File: src/rtl/alu_pkg.sv
// Shared opcode enum and width constant for the execute-stage ALU.
package alu_pkg;

    localparam int XLEN = 32;

    typedef enum logic [3:0] {
        ALU_ADD  = 4'd0,
        ALU_SUB  = 4'd1,
        ALU_AND  = 4'd2,
        ALU_OR   = 4'd3,
        ALU_XOR  = 4'd4,
        ALU_SLT  = 4'd5,
        ALU_SLTU = 4'd6,
        ALU_SLL  = 4'd7,
        ALU_SRL  = 4'd8,
        ALU_SRA  = 4'd9
    } alu_ops;

endpackage

File: src/rtl/alu_addsub.sv
// Shared adder/subtractor: sum = a + (b ^ {sub}) + sub, with carry-out and signed overflow.
module alu_addsub #(
    parameter int WIDTH = 32
) (
    input  logic [WIDTH-1:0] a,
    input  logic [WIDTH-1:0] b,
    input  logic             sub,
    output logic [WIDTH-1:0] sum,
    output logic             carry,
    output logic             ovf
);

    logic [WIDTH-1:0] bop;

    // Invert B and inject the carry-in for subtraction so both ops share one adder.
    always_comb begin
        bop          = b ^ {WIDTH{sub}};
        {carry, sum} = {1'b0, a} + {1'b0, bop} + {{WIDTH{1'b0}}, sub};
        ovf          = (a[WIDTH-1] == bop[WIDTH-1]) && (sum[WIDTH-1] != a[WIDTH-1]);
    end

endmodule

File: src/rtl/alu.sv
// RV32 integer ALU: combinational Result/Zero plus a clocked status register.
module alu
    import alu_pkg::*;
#(
    parameter int WIDTH = XLEN
) (
    input  logic             clk,
    input  logic             rst_n,
    input  logic [WIDTH-1:0] A,
    input  logic [WIDTH-1:0] B,
    input  logic [3:0]       ALUControl,
    input  logic             En,
    output logic [WIDTH-1:0] Result,
    output logic             Zero,
    output logic [WIDTH-1:0] Result_q,
    output logic             Zero_q,
    output logic             Carry_q,
    output logic             Ovf_q
);

    localparam int SHW = $clog2(WIDTH);

    alu_ops           op;
    logic             sub;
    logic [WIDTH-1:0] sum;
    logic             add_carry;
    logic             add_ovf;
    logic [SHW-1:0]   shamt;
    logic             carry;
    logic             ovf;

    assign op    = alu_ops'(ALUControl);
    assign shamt = B[SHW-1:0];
    // Compares reuse the subtractor, so they also need sub asserted.
    assign sub   = (op == ALU_SUB) || (op == ALU_SLT) || (op == ALU_SLTU);

    alu_addsub #(.WIDTH(WIDTH)) u_addsub (
        .a     (A),
        .b     (B),
        .sub   (sub),
        .sum   (sum),
        .carry (add_carry),
        .ovf   (add_ovf)
    );

    // Result mux and flag selection; illegal codes fall through to zero result, no flags.
    always_comb begin
        Result = '0;
        carry  = 1'b0;
        ovf    = 1'b0;
        case (op)
            ALU_ADD:  begin Result = sum; carry = add_carry; ovf = add_ovf; end
            ALU_SUB:  begin Result = sum; carry = add_carry; ovf = add_ovf; end
            ALU_AND:  Result = A & B;
            ALU_OR:   Result = A | B;
            ALU_XOR:  Result = A ^ B;
            // Sign of difference corrected by overflow keeps SLT right at the extremes.
            ALU_SLT:  begin Result = {{(WIDTH-1){1'b0}}, sum[WIDTH-1] ^ add_ovf}; carry = add_carry; end
            ALU_SLTU: begin Result = {{(WIDTH-1){1'b0}}, ~add_carry}; carry = add_carry; end
            ALU_SLL:  Result = A << shamt;
            ALU_SRL:  Result = A >> shamt;
            ALU_SRA:  Result = WIDTH'($signed(A) >>> shamt);
            default:  Result = '0;
        endcase
        Zero = ~|Result;
    end

    // Status register: captures the current result and flags when enabled.
    always_ff @(posedge clk or negedge rst_n) begin
        if (!rst_n) begin
            Result_q <= '0;
            Zero_q   <= 1'b1;
            Carry_q  <= 1'b0;
            Ovf_q    <= 1'b0;
        end else if (En) begin
            Result_q <= Result;
            Zero_q   <= Zero;
            Carry_q  <= carry;
            Ovf_q    <= ovf;
        end
    end

endmodule

File: config.mk
export PLATFORM = sky130hd
export DESIGN_NAME = alu
export DESIGN_NICKNAME = d
export VERILOG_FILES = /design/src/rtl/alu_pkg.sv /design/src/rtl/alu_addsub.sv /design/src/rtl/alu.sv
export SDC_FILE = /design/constraint.sdc
export NUM_CORES = 1
export LEC_CHECK = 0
export BUFFER_PORTS_ARGS = -buffer_cell sky130_fd_sc_hd__buf_2
export CORE_AREA = 4 4 137 139
export CTS_BUF_LIST = sky130_fd_sc_hd__clkbuf_16
export DETAILED_ROUTE_END_ITERATION = 6
export DIE_AREA = 0 0 141 143
export GPL_ROUTABILITY_DRIVEN = 0
export PLACE_DENSITY = 0.81
export SYNTH_ARGS = -nofsm -noshare
export SYNTH_HDL_FRONTEND = slang
export SYNTH_HIERARCHICAL = 1
export SYNTH_SLANG_ARGS = --single-unit
File: constraint.sdc
create_clock -name clk -period 7.1 [get_ports clk]
set_clock_uncertainty 0.2 [all_clocks]
set_input_delay 0.71 -clock clk [delete_from_list [all_inputs] [get_ports clk]]
set_output_delay 0.71 -clock clk [all_outputs]
set_load 0.02 [all_outputs]
Word level (Yosys, flattened, before mapping)
Index checks and enable logic that the tools add are counted.
{"block": "classes", "shift": 3, "order_cmp": 0, "n_div": 0, "n_reduce_logical": 8, "multipliers": 0, "mux": 3, "n_bitwise": 6, "addsub": 2, "eq_ne": 11}
{"cell": "32-bit case mux with 9 select lines", "count": 1}
{"cell": "32-bit bitwise XOR", "count": 2}
{"cell": "32-bit by 32-bit adder with 33-bit output", "count": 1}
{"cell": "33-bit by 1-bit adder with 33-bit output", "count": 1}
{"cell": "32-bit AND", "count": 1}
{"cell": "32-bit OR", "count": 1}
{"cell": "32-bit OR reduction", "count": 1}
{"cell": "32-bit by 5-bit << shifter with 32-bit output", "count": 1}
{"cell": "32-bit by 5-bit right shift with 32-bit output", "count": 1}
{"cell": "32-bit by 5-bit >>> shifter with 32-bit output", "count": 1}
{"cell": "4-bit by 3-bit equality test with 1-bit output, second input constant", "count": 4}
{"cell": "4-bit by 2-bit equality test with 1-bit output, second input constant", "count": 2}
{"cell": "4-bit equality test, second input constant", "count": 2}
{"cell": "4-bit by 1-bit equality test with 1-bit output, second input constant", "count": 1}
{"cell": "4-bit zero test", "count": 1}
{"cell": "4-bit OR reduction", "count": 1}
{"cell": "1-bit logical OR", "count": 2}
{"cell": "1-bit 2-to-1 mux", "count": 2}
{"cell": "2-bit OR reduction", "count": 1}
{"cell": "1-bit equality test", "count": 1}
{"cell": "1-bit logical AND", "count": 1}
{"cell": "1-bit zero test", "count": 1}
{"cell": "1-bit inequality test", "count": 1}
{"cell": "1-bit inverter", "count": 1}
{"cell": "1-bit bitwise XOR", "count": 1}
{"block": "word_totals", "register_bits": 35, "mem_bits_ro": 0, "latch_bits": 0, "ram_bits": 0, "inputBits": 71, "word_cells": 37, "memories": 0}

Logic depth before layout (Yosys ltp)
{"block": "logic_depth", "depth_word": 12, "depth_mapped": 25, "mapped_depth_nobuf": 21}

Hierarchy
The synthesis kept the hierarchy.
{"module": "alu", "cells_per_inst": 1014, "seq_area_each_um2": 877.1, "area_each_um2": 8189.1, "instances": 1}
{"module": "alu_addsub", "cells_per_inst": 309, "seq_area_each_um2": 0.0, "area_each_um2": 2174.6, "instances": 1}

Least setup slack after synthesis
Ideal clock, no wire load.
{"block": "synth_timing", "kind": "input -> output", "from": "input ALUControl[2]", "to": "output Zero", "slack_ns": 0.362, "t_arrival_ns": 5.828, "path_buffers": 4, "stages": 23, "required_time_ns": 6.190, "cell_sequence": "nor2b_1 -> clkbuf_1 -> clkbuf_1 -> nand2_1 -> a21oi_1 -> clkbuf_1 -> buf_1 -> xor2_1 -> ha_1 -> a21oi_2 -> o21ai_2 -> a2111oi_4 -> a21oi_4 -> a211o_1 -> a31o_1 -> a41o_1 -> a22o_1 -> a221oi_1 -> nand3_1 -> o21a_1 -> a21oi_1 -> nand4_1 -> nor3_1"}
{"block": "synth_between", "word_cells_on_any_way": 24, "classes_between": "add/sub (2); eq/ne (11); mux (1); bitwise (3); reduce/logical (7)"}
{"element": "from (decl)", "line": "alu.sv:11", "source": "input logic [3:0] ALUControl,"}
{"element": "4-bit by 1-bit equality test with 1-bit output or 4-bit by 3-bit equality test with 1-bit output (tied branches)", "line": "alu.sv:35", "source": "assign sub = (op == ALU_SUB) || (op == ALU_SLT) || (op == ALU_SLTU);"}
{"element": "1-bit logical OR", "line": "alu.sv:35"}
{"element": "1-bit logical OR *", "line": "alu.sv:35"}
{"element": "named net sub", "line": "alu.sv:24", "source": "logic sub;"}
{"element": "32-bit bitwise XOR", "line": "alu_addsub.sv:17", "source": "bop = b ^ {WIDTH{sub}};"}
{"element": "32-bit by 32-bit adder with 33-bit output", "line": "alu_addsub.sv:18", "source": "{carry, sum} = {1'b0, a} + {1'b0, bop} + {{WIDTH{1'b0}}, sub};"}
{"element": "33-bit by 1-bit adder with 33-bit output *", "line": "alu_addsub.sv:18"}
{"element": "named net sum[30]", "line": "alu.sv:25", "source": "logic [WIDTH-1:0] sum;"}
{"element": "32-bit case mux with 9 select lines *", "line": "alu.sv:51", "source": "case (op)"}
{"element": "named net Result[30]", "line": "alu.sv:13", "source": "output logic [WIDTH-1:0] Result,"}
{"element": "32-bit OR reduction *", "line": "alu.sv:65", "source": "Zero = ~|Result;"}
{"element": "1-bit zero test *", "line": "alu.sv:65"}
{"element": "to (decl)", "line": "alu.sv:14", "source": "output logic Zero,"}
Mark *: on every way through the listed nets, which the timed path passes. The rest lies on a longest branch.

Worst setup path after layout
{"block": "layout_timing", "from": "input ALUControl[1]", "to": "output Zero"}
{"block": "layout_between", "word_cells_on_any_way": 24, "classes_between": "add/sub (2); eq/ne (11); mux (1); bitwise (3); reduce/logical (7)"}
{"element": "4-bit by 1-bit equality test with 1-bit output or 4-bit by 3-bit equality test with 1-bit output (tied branches)", "line": "alu.sv:35"}
{"element": "1-bit logical OR", "line": "alu.sv:35"}
{"element": "1-bit logical OR *", "line": "alu.sv:35"}
{"element": "named net sub", "line": "alu.sv:24"}
{"element": "32-bit bitwise XOR", "line": "alu_addsub.sv:17"}
{"element": "32-bit by 32-bit adder with 33-bit output", "line": "alu_addsub.sv:18"}
{"element": "33-bit by 1-bit adder with 33-bit output *", "line": "alu_addsub.sv:18"}
{"element": "named net add_carry", "line": "alu.sv:26", "source": "logic add_carry;"}
{"element": "1-bit inverter *", "line": "alu.sv:59", "source": "ALU_SLTU: begin Result = {{(WIDTH-1){1'b0}}, ~add_carry}; carry = add_carry; end"}
{"element": "32-bit case mux with 9 select lines *", "line": "alu.sv:51"}
{"element": "32-bit OR reduction *", "line": "alu.sv:65"}
{"element": "1-bit zero test *", "line": "alu.sv:65"}
Marks and branches as above.

==> impl_summary.md <==
Status
The flow ran to the end, but the final reports show violations. The final reports fail on design-rule violations.

Worst setup path
In this run the worst path has a maximum fanout of 32. For the worst setup path, the data arrival time is 5900 ps. The sort of element at the start of the critical path is a primary input. The required arrival time at the worst endpoint is 6190 ps. The category of the most critical setup path is primary input to primary output. The nature of the critical path endpoint is a primary output.

CTS
The total number of H-tree levels is 2. The clock latency of the later-clocked register in the worst-skew pair is 270 ps. TritonCTS built the clock tree. The number of buffers created by CTS is 5. Buffers added to address setup during post-CTS repair amount to 0.

The clock input transition at the sequential cells of the worst setup and hold paths is 50 ps. The clock passes through at most 2 buffers. Counting every sink on the clock net gives 35. Gates resized during post-CTS repair numbered 0. The root buffer cell chosen for the clock tree is clkbuf_16. In this run, post-CTS hold repair placed 0 buffers.

Global routing
Global routing consumed, on the met2 layer, 58.1% of the routing resources. The via count of the first global-routing pass was 10900. Global routing used 48.1% of the available met1 tracks.

The most congested layer reported by global routing is met2. The total global routing track utilization is 38.3%. The number of antenna violations at the first check in global routing was 0.

The total overflow left after global routing is 0. Entering global routing, the biggest net connects 78 pins. In the global route stage, met3 resource usage came out at 14.8%.

The first global-routing pass estimated 61.1 mm of wire.

Synth
The post-synthesis cell type count is 94. Yosys attributes the largest share of cell area to ha_1, mux4_2, dfrtp_1. The area share of the leading cell type in the synthesized netlist is 11.7%. The number of synthesized flops with an enable pin is 0. The number of instances in the synthesized netlist is 1323. Of all flip-flops after synthesis, the portion carrying an async set or reset was 100%. Sequential cells were found to cover 8.46% of the synthesized design area.

In this run the cell area of the synthesized design comes to 0.0104 sq mm. The leading area contributor after synthesis is ha_1. For this run, the leading register cell type out of synthesis is dfrtp_1. The number of nets handed over by synthesis was 1492.

Each instance of the synthesized netlist takes up on average 7.83 sq um. In this run, synthesis produced a sequential element count of 35. The number of warnings reported in the yosys synthesis log is 6.

STA
The final sum of negative setup slack is 0 ps. Measured against its own limit, the worst slew margin works out to 24.2%. The fmax is 147 MHz. Of the available clock period, the critical path in the final layout requires 95.9%. Setup repair after global routing left no endpoint under its margin. The tightest hold margin is 296 ps.

The slew at the pin closest to its max-slew limit is 1130 ps. The number of hold-slack violations in the final timing report is 0. The max-slew violation count is 0. The count of endpoints failing setup in the final report is 0. Setup slack closes at 291 ps. The final critical delay including setup and external delays is 6810 ps.

Power and ir drop
Of the total power, registers draw 15.7%. The switching fraction of total power is 49.3%. The worst vdd rail ir drop is 0.133 mV.

In this run, the clock network consumes 16.3% of the power. The switching power summed over all nets is 0.000754 W. Cell internal power was estimated by the tool at 0.000774 W. The total leakage power is 5.19 nW. The total power is 0.00153 W.

The power density of the placed cells is 138 mW/mm^2. The share of total power dissipated in combinational logic is 68.0%.

Finish
The layout has 1600 filler cells. The number of antenna diodes in the final layout is 0. The fraction of layout cells with a size suffix above 1 is 19.8%. The net count of the finished layout is 1544. The area growth from synthesis to final layout is 7.16%.

Flow run
Across the run, the number of max-cap violations was 0.

Detailed routing
The number of antenna-violating nets in the routed design is 0. The routed wire length per instance is 25.0 microns. The number of remaining DRC errors is 209. The detailed-route vias per instance is 7.28. The overall routed net length is 40.1 mm.

The DRC marker count from the first detailed-route iteration is 2330. For this block, the via count after detailed routing is 11700. The first detailed-routing pass took 7 iterations.

Die
The total die area is 0.0202 sq mm. The number of top-level pins is 139. In this run the standard cell core region covers 0.0177 sq mm. The vertical die dimension is 143 microns. The die is 141 microns wide.

The initialized floorplan defines 49 standard-cell rows. The initial utilization of the core area, before any placement, comes to 58.7%.

Worst hold path
The worst min-delay path category is register to register.

Placed design
Detailed placement finished with a half-perimeter wire length of 28.9 mm. Prior to clock tree synthesis, the placed netlist has a worst setup slack of 482 ps. During placement, the flow inserted port buffers numbering 138.
worst paths after layout:
kind,from,to,slack [ps],cells past startpoint
min reg2reg,Carry_q,Carry_q,300,1
max reg2reg,Zero_q,Zero_q,6130,2
max,ALUControl[1],Zero,290,22
min in group asynchronous,rst_n,Result_q[6],310,1
min,Carry_q,Carry_q,300,1
max in group asynchronous,rst_n,Result_q[11],5880,1
placed cells by master (no fill, tap or decap), types with 25 or more instances in the layout:
master / Yosys / layout
mux4_2: 49 / 49
xor2_1: 43 / 43
o211ai_1: 26 / 26
dfrtp_1: 34 / 34
ha_1: 97 / 97
nor2_1: 123 / 123
o21ai_0: 62 / 62
inv_1: 84 / 84
buf_2: 28 / 136
nor3_1: 30 / 30
mux2i_1: 62 / 62
a21oi_1: 70 / 69
nand2_1: 116 / 116
mux2_2: 34 / 34
o22ai_1: 25 / 25
state kept, by name (all words and copies together) (netlist names):
name      cells
Carry_q       1
Ovf_q         1
Result_q     32
Zero_q        1
area by class of cell:
cell class                 count  area (sq um)  area share [%]
clock inverter                 3          43.8           0.394
tap                          229           287            2.58
clock buffer                   5           125            1.13
sequential                    35           877            7.90
inverter                      86           323            2.91
multi-input combinational   1087          8580            77.2
timing repair buffer         160           873            7.86
power groups by stage:
stage	logic, W	registers (W)	clock network, W
6_report	0.00104	0.000240	0.000249
4_1_cts	0.000987	0.000240	0.000252
3_5_place_dp	0.000983	0.000242	0
5_1_grt	0.00110	0.000243	0.000261
3_3_place_gp	0.000964	0.000241	0
2_1_floorplan	0.000668	0.000277	0
synthesized netlist by cell type, drive strengths merged, types with 10 or more instances:
library cell  instances
buf                  54
nand3                19
xnor2                17
nand4                11
o211ai               26
o22ai                25
mux2i                63
dfrtp                34
mux2                 41
nor2                123
a22oi                21
nand2               116
a31oi                11
nor3                 31
nor4b                10
inv                  85
o221ai               18
clkbuf               61
xor2                 43
a21o                 22
a211oi               11
o2111ai              10
and2                 10
nor2b                14
ha                   97
a21oi                73
mux4                 50
o21ai                68
and3b                10
nand2b               23
kinds of logic after synthesis:
logic type	count (synthesis)	share of synthesized area, %
compound gates	358	24.1
fa+ha+maj	98	11.9
mux	154	21.6
simple gates	417	20.0
flops	35	8.46
buf+inv	201	8.95
xor+xnor	60	5.07
per-stage QoR:
stage               cells  util [%]  cell area, sq um
floorplan            1323         -             10400
CTS                  1605      62.9             11100
global placement     1597      61.9             10900
detailed placement   1597      61.9             10900
finish               1605      62.9             11100
global route         1605      62.9             11100
worst max-delay path, stage by stage:
cell       delay (ps)
buf_2             230
nand2b_1          300
a21oi_4           180
buf_12            260
xor2_1            220
inv_1              80
fa_1              400
nor2b_1           180
o2111ai_1         190
a21o_1            250
a21oi_4           230
a211o_1           220
nand4_1           130
a31oi_1           250
a2111oi_0         150
nor4_1            460
nand2_1           110
o211ai_1          370
nor4b_1           310
nand4_1           200
nor3_1            230
buf_2             200
routing by layer:
| metal | wire [microns] | vias to the layer above |
|---|---|---|
| met1 | 13800 | 5356 |
| met3 | 6670 | 279 |
| li1 | - | 5012 |
| met2 | 16900 | 1032 |
| met4 | 2730 | 0 |
| met5 | 0 | - |
(Power assumes the default switching activity.)
